**src/rtl/square_period_gen.sv**
```systemverilog
// Square-wave generator: a 32-step restoring divider turns a frequency request into a half-period.
// New half-periods are applied only at output edges, so retuning never produces runt pulses.
module square_period_gen #(
    parameter int unsigned CLK_HZ = 50_000_000
) (
    input  logic        clk,
    input  logic        rst_n,
    input  logic [31:0] freq,
    output logic        square,
    output logic        busy,
    output logic        running,
    output logic [31:0] half_period
);

    localparam logic [31:0] DIVIDEND = 32'(CLK_HZ);

    typedef enum logic [1:0] {IDLE, DIV, DONE} state_t;

    state_t      state;
    logic [31:0] freq_q;
    logic [31:0] quot;
    logic [32:0] rem;
    logic [32:0] dvsr;
    logic [4:0]  step;
    logic [31:0] pend_hp;
    logic        pend_vld;
    logic [31:0] cnt;

    logic [33:0] trial;
    logic        trial_ge;
    logic [32:0] rem_sub;
    logic [31:0] result;

    // rem < dvsr always holds, so the 33-bit difference never loses a bit.
    always_comb begin
        trial    = {rem, quot[31]};
        trial_ge = (trial >= {1'b0, dvsr});
        rem_sub  = trial[32:0] - dvsr;
        result   = quot;
        if (quot == 32'd0 && freq_q != 32'd0)
            result = 32'd1;
    end

    assign running = (half_period != 32'd0);

    always_ff @(posedge clk or negedge rst_n) begin
        if (!rst_n) begin
            state       <= IDLE;
            freq_q      <= '0;
            quot        <= '0;
            rem         <= '0;
            dvsr        <= '0;
            step        <= '0;
            pend_hp     <= '0;
            pend_vld    <= 1'b0;
            cnt         <= '0;
            half_period <= '0;
            square      <= 1'b0;
            busy        <= 1'b0;
        end else begin
            if (half_period == 32'd0) begin
                if (pend_vld) begin
                    pend_vld <= 1'b0;
                    square   <= 1'b0;
                    if (pend_hp != 32'd0) begin
                        half_period <= pend_hp;
                        cnt         <= pend_hp - 32'd1;
                    end
                end
            end else if (cnt == 32'd0) begin
                if (pend_vld) begin
                    pend_vld <= 1'b0;
                    if (pend_hp == 32'd0) begin
                        square      <= 1'b0;
                        half_period <= '0;
                        cnt         <= '0;
                    end else begin
                        square      <= ~square;
                        half_period <= pend_hp;
                        cnt         <= pend_hp - 32'd1;
                    end
                end else begin
                    square <= ~square;
                    cnt    <= half_period - 32'd1;
                end
            end else begin
                cnt <= cnt - 32'd1;
            end

            // Placed after the counter so a fresh result beats a same-cycle consume.
            case (state)
                IDLE: begin
                    if (freq != freq_q) begin
                        freq_q <= freq;
                        busy   <= 1'b1;
                        rem    <= '0;
                        dvsr   <= {freq, 1'b0};
                        step   <= '0;
                        if (freq == 32'd0) begin
                            quot  <= '0;
                            state <= DONE;
                        end else begin
                            quot  <= DIVIDEND;
                            state <= DIV;
                        end
                    end
                end
                DIV: begin
                    rem  <= trial_ge ? rem_sub : trial[32:0];
                    quot <= {quot[30:0], trial_ge};
                    step <= step + 5'd1;
                    if (step == 5'd31)
                        state <= DONE;
                end
                DONE: begin
                    pend_hp  <= result;
                    pend_vld <= 1'b1;
                    busy     <= 1'b0;
                    state    <= IDLE;
                end
                default: state <= IDLE;
            endcase
        end
    end

endmodule

```
**config.mk**
```make
export PLATFORM = sky130hd
export DESIGN_NAME = square_period_gen
export DESIGN_NICKNAME = d
export VERILOG_FILES = /design/src/rtl/square_period_gen.sv
export SDC_FILE = /design/constraint.sdc
export NUM_CORES = 1
export LEC_CHECK = 0
export BUFFER_PORTS_ARGS = -buffer_cell sky130_fd_sc_hd__buf_2
export CORE_MARGIN = 3
export CORE_UTILIZATION = 50
export DETAILED_ROUTE_END_ITERATION = 7
export GPL_TIMING_DRIVEN = 0
export PLACE_DENSITY = 0.67
export SYNTH_ARGS = -nofsm -noshare
export SYNTH_HDL_FRONTEND = slang
export SYNTH_SLANG_ARGS = --single-unit
```
**constraint.sdc**
```tcl
create_clock -name clk -period 5.5 [get_ports clk]
set_clock_uncertainty 0.05 [all_clocks]
set_input_delay 0.825 -clock clk [delete_from_list [all_inputs] [get_ports clk]]
set_output_delay 0.825 -clock clk [all_outputs]
set_load 0.01 [all_outputs]
```
==> results.json, run 1 <==
{
  "synthFlopType": "dfrtp_1",
  "synthXorXnorAreaFrac_pct": 8.464,
  "arrival_ns": 3.98,
  "clkSinkCount": 203,
  "setup_viol": 0,
  "cts_buffers": 23,
  "cts_resized": 0,
  "firstDrtPassIters": 6,
  "syn_area_um2": 12930,
  "synth_nets": 1476,
  "slew_viol_final": 0,
  "worstSetupEndpointType": "output port",
  "async_flop_share_pct": 100.0,
  "synthTopCellsByCount": "dfrtp_1 (203), nand2_1 (152), nor2_1 (79)",
  "synth_top_area_cell": "dfrtp_1",
  "netlist_top_cells_area": "dfrtp_1 (39%), mux2_2 (5.6%), xor2_1 (5.1%)",
  "min_period_ns": 4.851,
  "overflow": 0,
  "finalWirelength_um": 40130,
  "final_hold_viol_count": 0,
  "place_hpwl_um": 30580,
  "fin_nets": 1570,
  "dp_cells": 1802,
  "tightest_slew_ns": 1.167,
  "synthAdderAreaFrac_pct": 3.831,
  "synth_most_common_cell": "dfrtp_1",
  "grt_pass1_vias": 11390,
  "path_buf_inv": 5,
  "yosysSeqAreaShare_pct": 39.27,
  "cpPeakStageDelay_ns": 1.01,
  "netlist.area_leader.share_pct": 39.27,
  "irDropWorstVdd_uv": 299.4,
  "hold_buffers": 0,
  "reg2reg_slack_ns": 1.59,
  "final_util_pct": 57.26,
  "cts_htree_levels": 1,
  "n_antenna_cell": 0,
  "hold_class": "in -> async",
  "vias": 11620,
  "gp_congestion": 0.9336,
  "grt_max_degree": 105,
  "wl_per_cell_um": 21.77,
  "die_h_um": 166.8,
  "maxCapViolations": 0,
  "io_pins": 69,
  "synth_seq_cells": 203,
  "synth_cell_types": 84,
  "vias_per_cell": 6.307,
  "setup_slack_ns": 0.6488,
  "fmax_ghz": 0.2061,
  "post_cts.repair.setup_buffers": 0,
  "crit_type": "reg -> out",
  "clk_path_buf_depth": 3,
  "synthMuxAreaShare_pct": 5.572,
  "die_area_um2": 27840,
  "yosysWarnings": 0,
  "fin_crit_sh_pct": 88.20,
  "pre_cts_slack_ns": 1.305,
  "die_width_um": 166.8,
  "grt_pass1_wl_um": 63710,
  "synthSimpleGateAreaFrac_pct": 19.83,
  "p_leak_nw": 6.118,
  "r2r_end": "rem[4]$_DFFE_PN0P_",
  "cts_tree": "built",
  "finalPower_mw": 6.739,
  "num_rows": 58,
  "outcome": "finished clean",
  "reg2reg_depth": 12,
  "core_area_um2": 25330,
  "drive_above_1_share_pct": 14.08,
  "cp.required_ns": 4.62,
  "tns_ns": 0,
  "ant_nets": 0,
  "slew_headroom_pct": 21.50,
  "dr.first_iter.drc_count": 1259,
  "clk_pin_slew_ns": 0.06,
  "critPathTopFamily": "simple AND/OR/NAND/NOR gates",
  "start_util_pct": 51.07,
  "insertion_delay_ns": 0.52,
  "drc": 0,
  "synth.avg_cell_area_um2": 9.219,
  "io_buffers": 68,
  "netlist_instances": 1403,
  "syn2layout_area_growth_pct": 12.12,
  "fillCellCount": 2312,
  "rsz0062_at_grt": "false",
  "cts-root-buf": "clkbuf_16",
  "synth-edff-count": 0,
  "gr-usage-all-layers_pct": 28.15,
  "power_density_nw_per_um2": 464.7,
  "synth_top_family_by_area": "simple AND/OR/NAND/NOR gates",
  "synth_compound_area_share_pct": 18.82,
  "slowest_stage": "nor4_1",
  "final_cells": 1843,
  "start_kind": "register",
  "path_cells": "nor4_1 > and4b_1 > and4_1 > buf_2 > inv_2 > clkbuf_1 > clkbuf_1 > buf_2",
  "r2r-start": "dvsr[7]$_DFFE_PN0P_",
  "antenna_found_initial": 0,
  "crit_fanout": 10
}
## final cells by class
type / count / area, um^2 / area share (%)
sequential: 203 / 5080 / 35.03
inverter: 53 / 198.9 / 1.372
clock buffer: 33 / 633.1 / 4.365
timing repair buffer: 69 / 377.9 / 2.605
buffer: 73 / 345.3 / 2.381
multi-input combinational: 1074 / 7311 / 50.41
clock inverter: 8 / 143.9 / 0.9921
tap: 330 / 412.9 / 2.847
## layout by cell type, fill, tap and decap left out, drive strengths merged, types with 6 or more instances in the layout
cell type  count
xor2          76
a221o         13
inv           54
a211oi        10
or3           26
a22oi          8
o31ai          6
a21oi         62
nor4          58
nand2        153
buf           98
xnor2         49
and2          10
o211ai        49
nand4         18
nand3b         6
ha            38
or4           13
nor2          82
o21ai         74
mux2          64
nor3          31
o22ai         14
nor2b         11
o21a           6
and3          10
a22o          28
o221ai         6
nand3         47
a21o          19
dfrtp        203
clkbuf        77
a31oi          9
## worst register-to-register path: cells and delay by family, from the launching register on
family | cells | cell delay [ns]
AOI/OAI and AO/OA | 5 | 1.24
and+or+nand+nor | 3 | 1.01
buffers and inverters | 3 | 0.72
DFF | 1 | 0.44
adders and majority gates | 1 | 0.29
## logic make-up (layout without fill, tap and decap cells)
| family | Yosys count | count (layout) |
|---|---|---|
| XOR/XNOR | 125 | 125 |
| multiplexers | 64 | 64 |
| adder cells (fa/ha/maj) | 39 | 39 |
| buffers and inverters | 126 | 236 |
| flip-flops | 203 | 203 |
| AO/OA/AOI/OAI | 352 | 352 |
| AND/OR/NAND/NOR | 494 | 494 |
## worst max path at each step
stage | start | to | cells past startpoint
finish | half_period[2]$_DFFE_PN0P_ | running | 8
global route | half_period[2]$_DFFE_PN0P_ | running | 8
CTS | half_period[2]$_DFFE_PN0P_ | running | 8
detailed placement | half_period[2]$_DFFE_PN0P_ | running | 8
global placement | rst_n | dvsr[16]$_DFFE_PN0P_ | 1
floorplan | half_period[25]$_DFFE_PN0P_ | running | 8
## per-layer routing
metal | track usage [%] | wire length [um] | vias to the layer above
met1 | 38.12 | 17000 | 5643
li1 | - | - | 5393
met2 | 46.05 | 18700 | 492
met3 | 3.418 | 2552 | 96
met4 | 11.62 | 1872 | 0
met5 | 0 | 0 | -
## registers in the layout (all words and copies together), names as in the netlist
register / count
rem: 33
cnt: 32
dvsr: 32
half_period: 32
pend_hp: 32
quot: 32
step: 5
state: 2
busy: 1
pend_vld: 1
square: 1
## metrics by stage
stage          hold slack, ns  area (um^2)
5_1_grt                0.3838        14500
4_1_cts                0.3509        14500
6_report               0.3192        14500
3_3_place_gp           0.4142        13690
2_1_floorplan          0.3949        12930
3_5_place_dp           0.4212        13730
## power by group
group	switching, mW	internal (mW)
sequential	0.498	1.86
clock	0.619	0.987
combinational	1.65	1.13
total	2.77	3.97
No activity file was read; power rests on OpenSTA's default activity.
==> run 2, diff against run 1 <==
--- a/config.mk
+++ b/config.mk
@@ -8,8 +8,7 @@
 export BUFFER_PORTS_ARGS = -buffer_cell sky130_fd_sc_hd__buf_2
 export CORE_MARGIN = 3
-export CORE_UTILIZATION = 50
+export CORE_UTILIZATION = 35
 export DETAILED_ROUTE_END_ITERATION = 7
 export GPL_TIMING_DRIVEN = 0
-export PLACE_DENSITY = 0.67
 export SYNTH_ARGS = -nofsm -noshare
 export SYNTH_HDL_FRONTEND = slang
==> constraint.sdc (replaced) <==
create_clock -name clk -period 5.5 [get_ports clk]
set_clock_uncertainty 0.05 [all_clocks]
set_input_delay 0.275 -clock clk [delete_from_list [all_inputs] [get_ports clk]]
set_output_delay 0.275 -clock clk [all_outputs]
set_load 0.01 [all_outputs]
==> results.json, run 2 (same netlist as run 1, synthesis figures left out) <==
{
  "finalPower_mw": 6.632,
  "num_rows": 69,
  "arrival_ns": 3.80,
  "die_h_um": 198.2,
  "top_register": "rem",
  "clk_path_buf_depth": 3,
  "core_area_um2": 36000,
  "drc": 0,
  "critPathTopFamily": "simple AND/OR/NAND/NOR gates",
  "cts_buffers": 23,
  "largest_register_ffs": 33,
  "reg2reg_depth": 13,
  "outcome": "finished clean",
  "maxCapViolations": 0,
  "finish.instance_area_um2": 14930,
  "drive_above_1_share_pct": 13.50,
  "rsz0062_at_grt": "false",
  "fillCellCount": 3565,
  "fin_nets": 1603,
  "cts_resized": 0,
  "fmax_ghz": 0.2425,
  "slowest_stage": "nor4_1",
  "finalWirelength_um": 41410,
  "clkSinkCount": 203,
  "cp.required_ns": 5.18,
  "cts-root-buf": "clkbuf_16",
  "final_cells": 2002,
  "start_kind": "register",
  "overflow": 0,
  "grt_pass1_vias": 11620,
  "power_density_nw_per_um2": 444.2,
  "grt_max_degree": 107,
  "path_depth": 8,
  "worstSetupEndpointType": "output port",
  "die_area_um2": 39300,
  "io_buffers": 68,
  "grt_pass1_wl_um": 65670,
  "vias_per_cell": 5.821,
  "hold_buffers": 33,
  "dr.first_iter.drc_count": 781,
  "n_antenna_cell": 0,
  "die_width_um": 198.2,
  "crit_fanout": 10,
  "syn2layout_area_growth_pct": 15.41,
  "vias": 11650,
  "setup_viol": 0,
  "hold_class": "in -> async",
  "start_util_pct": 35.93,
  "slew_viol_final": 0,
  "slew_headroom_pct": 26.53,
  "firstDrtPassIters": 6,
  "path_buf_inv": 5,
  "ant_nets": 0,
  "insertion_delay_ns": 0.53,
  "cts_htree_levels": 1,
  "tns_ns": 0,
  "p_leak_nw": 6.218,
  "io_pins": 69,
  "min_period_ns": 4.124,
  "fin_crit_sh_pct": 74.98,
  "post_cts.repair.setup_buffers": 0,
  "final_common_cell": "dfrtp_1",
  "final_cell_mix": "dfrtp_1 (203), nand2_1 (152), buf_2 (81)",
  "reg2reg_slack_ns": 1.68,
  "tightest_slew_ns": 1.088,
  "place_hpwl_um": 30910,
  "final_util_pct": 41.47,
  "irDropWorstVdd_uv": 360.3,
  "clk_pin_slew_ns": 0.07,
  "dp_cells": 1933,
  "place_area_um2": 13890,
  "cts_tree": "built",
  "final_hold_viol_count": 0,
  "cpPeakStageDelay_ns": 0.78,
  "gp_congestion": 0.8999,
  "path_cells": "nor4_1 > and4b_1 > and4_1 > buf_2 > inv_2 > clkbuf_1 > clkbuf_1 > buf_2",
  "antenna_found_initial": 1,
  "gr-usage-all-layers_pct": 20.94,
  "wl_per_cell_um": 20.69,
  "crit_type": "reg -> out"
}
==> run 2: report_power, final <==
part | switching, mW | leakage, nW | total, mW | internal (mW)
clock | 0.643 | 0.343 | 1.52 | 0.880
sequential | 0.509 | 2.39 | 2.37 | 1.86
combinational | 1.60 | 3.48 | 2.74 | 1.14
total | 2.75 | 6.22 | 6.63 | 3.88
==> run 2: worst reg2reg max path: stages (launching register included) <==
cell      delay [ns]
dfrtp_1         0.42
inv_1           0.06
ha_1            0.26
clkbuf_1        0.25
nand4_1         0.19
or4_1           0.53
a31o_1          0.24
a31oi_2         0.39
o211ai_1        0.18
a21oi_1         0.38
buf_4           0.27
buf_4           0.22
o211ai_1        0.12
o211ai_1        0.15
==> run 2: metrics by stage <==
step           worst slack (ns)  hold WS [ns]
6_report                  1.376        0.3396
5_1_grt                   1.191        0.4058
4_1_cts                   1.396        0.3595
3_5_place_dp              1.712        0.3275
3_3_place_gp             0.4805        0.4149
2_1_floorplan             2.499      -0.07059
==> run 2: layer usage <==
| metal | GRT usage [%] | share of wire (%) | vias to the layer above |
|---|---|---|---|
| met3 | 2.484 | 5.2 | 84 |
| met1 | 26.85 | 42 | 5713 |
| met2 | 36.50 | 49 | 395 |
| met4 | 7.418 | 3.8 | 0 |
| li1 | - | - | 5462 |
| met5 | 0 | 0 | - |
==> run 2: area by class of cell <==
cell class | count | area, um^2 | share of cell area, %
plain buffers | 73 | 345.3 | 2.313
clock buffers | 32 | 619.3 | 4.149
clock inverters | 4 | 88.84 | 0.5951
inverters | 53 | 198.9 | 1.333
multi-input cells | 1074 | 7311 | 48.97
flip-flops and latches | 203 | 5080 | 34.03
well taps | 461 | 576.8 | 3.864
repair buffers | 102 | 708.2 | 4.744
==> run 2: path summary, 6_finish.rpt <==
path,endpoint,startpoint
max,running,half_period[2]$_DFFE_PN0P_
min,half_period[22]$_DFFE_PN0P_,rst_n
max reg2reg,rem[19]$_DFFE_PN0P_,dvsr[7]$_DFFE_PN0P_
min reg2reg,state[1]$_DFFE_PN0P_,state[1]$_DFFE_PN0P_
max in group asynchronous,rem[28]$_DFFE_PN0P_,rst_n
min in group clk,state[1]$_DFFE_PN0P_,state[1]$_DFFE_PN0P_
